`src/rtl/uart_pkg.sv`:
```
// Shared definitions for the UART transmit scheduler: FSM states, timing constants
// and the per-frame baud-pulse count.
package uart_pkg;

  typedef enum logic [1:0] {
    IDLE,
    WAIT_START,
    SHIFT,
    GAP
  } tx_state_t;

  localparam int CLK_PERIOD_NS = 40;
  localparam int BPS_9600      = 2604;

  // Pulses per frame: start pulse, data pulses, stop pulses and the closing pulse.
  function automatic int frame_len(input int data_w, input int stop_bits);
    return data_w + 2 + stop_bits;
  endfunction

endpackage

```
`src/rtl/rr_arb2.sv`:
```
// Two-input round-robin arbiter; the pointer remembers the last granted requester
// and advances only when a grant is actually taken.
module rr_arb2 (
  input  logic clk,
  input  logic rst,
  input  logic en,
  input  logic req0_valid,
  input  logic req1_valid,
  output logic grant0,
  output logic grant1
);

  logic last_grant;
  logic pick1;

  // On contention the requester that did not win last time goes first.
  always_comb begin
    pick1 = 1'b0;
    if (req1_valid && !req0_valid) begin
      pick1 = 1'b1;
    end else if (req0_valid && req1_valid) begin
      pick1 = ~last_grant;
    end
  end

  assign grant0 = en && req0_valid && !pick1;
  assign grant1 = en && req1_valid && pick1;

  always_ff @(posedge clk) begin
    if (rst) begin
      last_grant <= 1'b1;
    end else if (grant0 || grant1) begin
      last_grant <= grant1;
    end
  end

endmodule

```
`src/rtl/uart_tx_sched.sv`:
```
// Two-requester UART transmitter: arbitrates a byte, enables the external baud
// generator and serialises start, data (LSB first) and stop bits on clk_bps ticks.
module uart_tx_sched
  import uart_pkg::*;
#(
  parameter int DATA_W    = 8,
  parameter int STOP_BITS = 1
) (
  input  logic              clk,
  input  logic              rst,
  input  logic              req0_valid,
  input  logic [DATA_W-1:0] req0_data,
  output logic              req0_ready,
  input  logic              req1_valid,
  input  logic [DATA_W-1:0] req1_data,
  output logic              req1_ready,
  output logic              bps_start,
  input  logic              clk_bps,
  output logic              uart_tx,
  output logic              busy,
  output logic              grant_id
);

  localparam logic [3:0] LAST_DATA  = 4'(DATA_W + 1);
  localparam logic [3:0] LAST_PULSE = 4'(frame_len(DATA_W, STOP_BITS));

  tx_state_t         state, state_nx;
  logic [3:0]        bit_cnt, bit_cnt_nx, pulse_no;
  logic [DATA_W-1:0] shreg, shreg_nx;
  logic              tx_nx, bps_nx, busy_nx, gid_nx;
  logic              grant0, grant1, xfer, arb_en;

  // Ready is withheld during reset so nothing can be accepted on the reset edge.
  assign arb_en = (state == IDLE) && !rst;

  rr_arb2 u_arb (
    .clk        (clk),
    .rst        (rst),
    .en         (arb_en),
    .req0_valid (req0_valid),
    .req1_valid (req1_valid),
    .grant0     (grant0),
    .grant1     (grant1)
  );

  assign req0_ready = grant0;
  assign req1_ready = grant1;
  assign xfer       = grant0 || grant1;
  assign pulse_no   = bit_cnt + 4'd1;

  always_ff @(posedge clk) begin
    if (rst) begin
      state     <= IDLE;
      uart_tx   <= 1'b1;
      bps_start <= 1'b0;
      busy      <= 1'b0;
      grant_id  <= 1'b0;
      bit_cnt   <= 4'd0;
      shreg     <= '0;
    end else begin
      state     <= state_nx;
      uart_tx   <= tx_nx;
      bps_start <= bps_nx;
      busy      <= busy_nx;
      grant_id  <= gid_nx;
      bit_cnt   <= bit_cnt_nx;
      shreg     <= shreg_nx;
    end
  end

  always_comb begin
    state_nx = state;
    case (state)
      IDLE:       if (xfer) state_nx = WAIT_START;
      WAIT_START: if (clk_bps) state_nx = SHIFT;
      SHIFT:      if (clk_bps && (pulse_no == LAST_PULSE)) state_nx = GAP;
      GAP:        state_nx = IDLE;
      default:    state_nx = IDLE;
    endcase
  end

  // The payload is copied into a shift register at acceptance, so later changes
  // on reqN_data cannot leak into the frame.
  always_comb begin
    tx_nx      = uart_tx;
    bps_nx     = bps_start;
    busy_nx    = busy;
    gid_nx     = grant_id;
    bit_cnt_nx = bit_cnt;
    shreg_nx   = shreg;
    case (state)
      IDLE: begin
        if (xfer) begin
          shreg_nx   = grant1 ? req1_data : req0_data;
          gid_nx     = grant1;
          bps_nx     = 1'b1;
          busy_nx    = 1'b1;
          bit_cnt_nx = 4'd0;
        end
      end
      WAIT_START: begin
        if (clk_bps) begin
          tx_nx      = 1'b0;
          bit_cnt_nx = 4'd1;
        end
      end
      SHIFT: begin
        if (clk_bps) begin
          bit_cnt_nx = pulse_no;
          if (pulse_no <= LAST_DATA) begin
            tx_nx    = shreg[0];
            shreg_nx = shreg >> 1;
          end else begin
            tx_nx = 1'b1;
          end
          if (pulse_no == LAST_PULSE) begin
            bps_nx  = 1'b0;
            busy_nx = 1'b0;
          end
        end
      end
      GAP: begin
        tx_nx   = 1'b1;
        bps_nx  = 1'b0;
        busy_nx = 1'b0;
      end
      default: tx_nx = 1'b1;
    endcase
  end

endmodule

```
`config.mk`:
```
export PLATFORM = sky130hd
export DESIGN_NAME = uart_tx_sched
export DESIGN_NICKNAME = d
export VERILOG_FILES = /design/src/rtl/uart_pkg.sv /design/src/rtl/rr_arb2.sv /design/src/rtl/uart_tx_sched.sv
export SDC_FILE = /design/constraint.sdc
export NUM_CORES = 1
export LEC_CHECK = 0
export ABC_AREA = 1
export CORE_MARGIN = 2
export CORE_UTILIZATION = 50
export CTS_CLUSTER_DIAMETER = 40
export DETAILED_ROUTE_END_ITERATION = 16
export HOLD_SLACK_MARGIN = 0.03
export PLACE_DENSITY = 0.83
export SLEW_MARGIN = 30
export SYNTH_ARGS = -nofsm -noshare
export SYNTH_HDL_FRONTEND = slang
export SYNTH_SLANG_ARGS = --single-unit
export TNS_END_PERCENT = 20
```
`constraint.sdc`:
```
create_clock -name clk -period 1.7 [get_ports clk]
set_input_delay 0.34 -clock clk [delete_from_list [all_inputs] [get_ports clk]]
set_output_delay 0.34 -clock clk [all_outputs]
set_load 0.05 [all_outputs]
```
==> impl_metrics.tcl, run 1 <==
set metrics [dict create \
    status "finished, violations left" \
    hold_end "grant_id" \
    ff2ff_setup_slack_ns 0.05 \
    clock-sinks 18 \
    wl_per_cell_microns 12.8 \
    n_fill_cell 184 \
    skew_ns 0.00675 \
    min_path_type "register to register" \
    grt_pass1_vias 1215 \
    vias 1345 \
    cts_max_level 1 \
    netlist_area_sq_mm 0.00124 \
    vdd_drop_max_v 0.00149 \
    synthSimpleGateAreaFrac 0.448 \
    cts_made_buffers 3 \
    drt_first_pass_iters 4 \
    setup_viol 2 \
    min_path_cells 2 \
    period_minus_slack_ns 1.72 \
    placed_area_sq_mm 0.00158 \
    end_kind "output port" \
    synth-seq-cells 18 \
    diodes 0 \
    syn_nets 216 \
    path_clk_slew_ns 0.11 \
    cp.arrival_ns 1.38 \
    violations "negative setup slack" \
    ys_types 22 \
    hold_path.startpoint "grant_id" \
    max_stage_delay_ns 0.37 \
    synth-seq-area-share 0.291 \
    route.detailed.drc 0 \
    leakagePower_nw 0.813 \
    p_per_area_mw_per_mm2 1730 \
    grt_antenna_before_repair 0 \
    hpwl_microns 2250 \
    drive_gt1_frac 0.288 \
    crit_path_frequent_cell "inv_4" \
    crit_type "register to output port" \
    r2r_end "shreg[6]" \
    relSlewSlack 0.842 \
    hold-worst-slack_ns 0.475 \
    fin_crit_sh 1.01 \
    required_ns 1.36 \
    synth_adder_area_share 0.0909 \
    tns_ns -0.0320 \
    dp_slack_ns -0.150 \
    cts_tree "done" \
    boundaryPins 27 \
    grt-ovfl-total 0 \
    fmax_mhz 581 \
    yosysWarnings 0 \
    drv_cap 0 \
    drt-total-wl_microns 3320 \
    drv_slew 0 \
    worstSkewPairLatency_ns 0.31 \
    cpMaxStageDelayCell "dfxtp_4" \
    r2r_start "state[0]" \
    multiInputGateArea_sq_um 816 \
    worstRegToRegCells 10 \
    ant_nets 0 \
    first_iter_violations 41 \
    synth-compound-area-share 0.0838 \
    viasPerCell 5.19 \
    cp_cell_sequence "inv_4, ha_4, inv_4, nor2_4, nand2_2, a21oi_2, buf_12" \
    grt_pass1_wl_microns 5130 \
    grt_usage 0.246 \
    area_growth_pct 40.6 \
    path_buf_inv 3 \
    fin_ws_ns -0.0199 \
    clock-root-buffer "clkbuf_4" \
    start_kind "register" \
    critical_path_peak_fanout 2 \
    synth_top_family_by_area "simple AND/OR/NAND/NOR gates" \
    die_h_microns 53.8 \
    seq_area_sq_um 370 \
    core_sq_mm 0.00241 \
    start_util 0.514 \
    final_nets 260 \
    cpLargestDelayFamily "flip-flops" \
    syn_avg_cell_area_sq_um 6.66 \
    rsz0062_at_grt "true" \
    grt_max_degree 19 \
    clockBufferDepth 2 \
    gp_congestion 0.848 \
    hold_viol 0 \
    die_area_sq_mm 0.00289 \
    netlist_instances 186 \
    worstMarginPinSlew_ns 0.236 \
    synthXorXnorAreaFrac 0 \
    num_rows 18 \
    synth.area.mux_share 0 \
    io_buffer_count 26 \
    die_w_microns 53.8 \
    design_area_sq_mm 0.00174 \
]
registers in the layout, summed over array words and instances (netlist names):
name / cells
shreg: 8
bit_cnt: 4
state: 2
busy: 1
grant_id: 1
u_arb.last_grant: 1
uart_tx: 1
per-layer routing:
layer | vias up | wire length, microns | GRT usage | part of all wire
met4 | 0 | 60 | 0.115 | 0.018
met5 | - | 0 | 0 | 0
met1 | 628 | 1420 | 0.307 | 0.43
met2 | 39 | 1730 | 0.415 | 0.52
li1 | 670 | - | - | -
met3 | 8 | 103 | 0.0306 | 0.031
Yosys cell counts:
library cell	n	area, sq um
a21oi_1	7	35.0
a21oi_2	1	8.76
a21oi_4	2	32.5
buf_2	2	10.0
buf_4	1	7.51
buf_6	2	22.5
clkbuf_8	1	13.8
dfxtp_1	18	360
ha_1	9	113
inv_1	11	41.3
inv_2	3	11.3
nand2_1	61	229
nand2_2	4	25.0
nand3_1	16	80.1
nand3_2	2	20.0
nand4_1	4	25.0
nor2_1	26	97.6
nor2_2	1	6.26
nor2_4	2	22.5
o211ai_1	1	7.51
o21ai_0	4	20.0
or2_2	8	50.1
power breakdown:
group          internal, mW  total (mW)  switching (mW)
logic                 0.864        2.04            1.17
registers             0.594       0.689          0.0954
clock network         0.131       0.281           0.151
total                  1.59        3.01            1.42
final cells by class:
class | instances | share of cell area
Multi-Input combinational cell | 148 | 0.468
Inverter | 14 | 0.0330
Clock buffer | 4 | 0.0208
Timing Repair Buffer | 45 | 0.244
Tap cell | 30 | 0.0216
Sequential cell | 18 | 0.213
layout by cell type (no fill, tap or decap):
master,count
inv_2,3
nor2_4,3
a21oi_1,6
a21oi_4,2
o21ai_0,4
dfxtp_2,2
clkbuf_4,3
buf_4,22
dlygate4sd2_1,1
a21oi_2,2
or2_2,8
dfxtp_4,2
nand3_2,1
buf_12,3
nand3_4,1
nand4_1,4
clkbuf_8,1
ha_2,1
nor2_2,2
clkdlybuf4s50_1,19
inv_1,9
ha_1,7
inv_4,2
o211ai_1,1
nand2_2,7
nand3_1,16
nand2_1,58
nor2_1,24
dfxtp_1,14
ha_4,1
cell families after synthesis:
logic type | count (synthesis)
and+or+nand+nor | 124
buffers and inverters | 20
DFF | 18
AOI/OAI and AO/OA | 15
adders and majority gates | 9
worst max-delay path by stage:
stage,to,cells after the start,slack [ns],start
after floorplan,req0_ready,6,0.06,state[0]
after global placement,req1_ready,5,-0.10,rst
after detailed placement,shreg[5],10,-0.15,rst
after CTS,req0_ready,7,-0.01,state[1]
after global routing,req0_ready,7,-0.06,state[0]
final,req0_ready,7,-0.02,state[0]
repair_timing:
| action | 4_1_cts | 5_1_grt |
|---|---|---|
| setup buffers | 9 | 1 |
| pin swaps | 4 | 3 |
| gates resized for setup | 12 | 9 |
| hold buffers | 0 | 0 |
| setup endpoints to repair | 10 | 11 |
through the flow:
stage,power (mW),utilization,std cells
2_1_floorplan,1.96,-,186
3_3_place_gp,2.34,0.654,245
3_5_place_dp,2.41,0.654,245
4_1_cts,2.92,0.709,258
5_1_grt,3.23,0.723,259
6_report,3.01,0.723,259
worst min-delay path, stage by stage (launching register included):
cell     delay [ns]
dfxtp_1        0.33
nand3_1        0.07
nand2_1        0.04
Power figures use the tool's default switching activity.
==> inputs of run 2 (changes only) <==
- TNS_END_PERCENT: 20 -> default
==> run 2 against run 1 <==
Effect of this change:
- the run still ends with negative setup slack left
- die area unchanged
- fmax about the same
- utilization is 0.31 points higher
- total power is 0.72% higher
- cell count stayed put
- non-clock buffer count is the same
- worst setup slack hardly changed
==> impl_metrics.tcl, run 2 (synthesis gave the netlist of run 1 again) <==
set metrics [dict create \
    crit_type "register to output port" \
    cpMaxStageDelayCell "dfxtp_4" \
    min_path_type "register to register" \
    drv_cap 0 \
    hold_path.startpoint "grant_id" \
    drt_first_pass_iters 4 \
    clock-sinks 18 \
    path_clk_slew_ns 0.11 \
    seq_area_sq_um 370 \
    drv_slew 0 \
    die_w_microns 53.8 \
    crit_path_frequent_cell "inv_4" \
    worstRegToRegCells 10 \
    ff2ff_setup_slack_ns 0.05 \
    io_buffer_count 26 \
    hold-worst-slack_ns 0.474 \
    design_area_sq_mm 0.00175 \
    multiInputGateArea_sq_um 823 \
    route.detailed.drc 0 \
    cts_max_level 1 \
    relSlewSlack 0.843 \
    cts_tree "done" \
    skew_ns 0.00553 \
    final_nets 260 \
    max_stage_delay_ns 0.37 \
    grt-ovfl-total 0 \
    largest_reg_flops 8 \
    fin_cells 259 \
    drive_gt1_frac 0.293 \
    min_path_cells 2 \
    violations "negative setup slack" \
    gp_congestion 0.848 \
    ant_nets 0 \
    tns_ns -0.0197 \
    placed_area_sq_mm 0.00158 \
    grt_max_degree 19 \
    viasPerCell 5.21 \
    die_area_sq_mm 0.00289 \
    fin_crit_sh 1.01 \
    start_kind "register" \
    first_iter_violations 41 \
    clock-root-buffer "clkbuf_4" \
    post-place-cells 245 \
    cts_made_buffers 3 \
    r2r_start "state[0]" \
    leakagePower_nw 0.818 \
    drt-total-wl_microns 3340 \
    status "finished, violations left" \
    grt_pass1_wl_microns 5130 \
    period_minus_slack_ns 1.72 \
    core_sq_mm 0.00241 \
    num_rows 18 \
    critical_path_peak_fanout 2 \
    vdd_drop_max_v 0.00151 \
    required_ns 1.36 \
    r2r_end "shreg[6]" \
    cp_cell_sequence "inv_4, ha_4, inv_4, nor2_4, nand2_2, a21oi_2, buf_12" \
    cp.arrival_ns 1.38 \
    start_util 0.514 \
    area_growth_pct 41.2 \
    die_h_microns 53.8 \
    post-route-util 0.726 \
    fin_ws_ns -0.0197 \
    setup_viol 1 \
    rsz0062_at_grt "true" \
    top_regs "shreg (8), bit_cnt (4), state (2)" \
    vias 1349 \
    wl_per_cell_microns 12.9 \
    p_per_area_mw_per_mm2 1730 \
    grt_antenna_before_repair 0 \
    n_fill_cell 184 \
    dp_slack_ns -0.150 \
    regMostFlops "shreg" \
    diodes 0 \
    worstMarginPinSlew_ns 0.235 \
    end_kind "output port" \
    hpwl_microns 2250 \
    grt_usage 0.246 \
    total_power_mw 3.03 \
    layout_commonest_cell "nand2_1" \
    layout_common_cells "nand2_1 (57), nor2_1 (24), buf_4 (22), clkdlybuf4s50_1 (19), nand3_1 (16)" \
    hold_viol 0 \
    fmax_mhz 581 \
    worstSkewPairLatency_ns 0.30 \
    grt_pass1_vias 1215 \
    hold_end "grant_id" \
    boundaryPins 27 \
    clockBufferDepth 2 \
]
## run 2: per-layer routing
| layer | wire (microns) | global-route usage | vias up |
|---|---|---|---|
| li1 | - | - | 670 |
| met1 | 1450 | 0.307 | 638 |
| met2 | 1740 | 0.415 | 33 |
| met3 | 87 | 0.0306 | 8 |
| met4 | 60 | 0.115 | 0 |
| met5 | 0 | 0 | - |
## run 2: layout make-up
cell class	instances	share of cell area
flip-flops and latches	18	0.212
clock buffers	4	0.0207
repair buffers	45	0.242
well taps	30	0.0215
multi-input cells	148	0.471
inverters	14	0.0329
## run 2: worst max path at each step
stage              from         end  slack [ns]  cells past startpoint
4_1_cts        state[1]  req0_ready       -0.01                      7
6_report       state[0]  req0_ready       -0.02                      7
3_3_place_gp        rst  req1_ready       -0.10                      5
5_1_grt        state[0]  req0_ready       -0.06                      7
2_1_floorplan  state[0]  req0_ready        0.06                      6
3_5_place_dp        rst    shreg[5]       -0.15                     10
## run 2: what timing repair did
item | in CTS | in global routing
pin swaps | 4 | 4
endpoints found under the setup margin | 10 | 11
hold buffers | 0 | 0
resized for setup | 12 | 11
setup buffers | 9 | 1
## run 2: report_power, final
part	internal (mW)	switching, mW	leakage [nW]	total, mW
clock	0.131	0.150	0.0210	0.281
combinational	0.872	1.19	0.646	2.06
sequential	0.594	0.0956	0.151	0.689
## run 2: critical path, delay by kind of cell (launching register included)
kind / cells / cell delay (ns)
and+or+nand+nor: 2 / 0.15
DFF: 1 / 0.37
adders and majority gates: 1 / 0.14
buffers and inverters: 3 / 0.25
AOI/OAI and AO/OA: 1 / 0.15
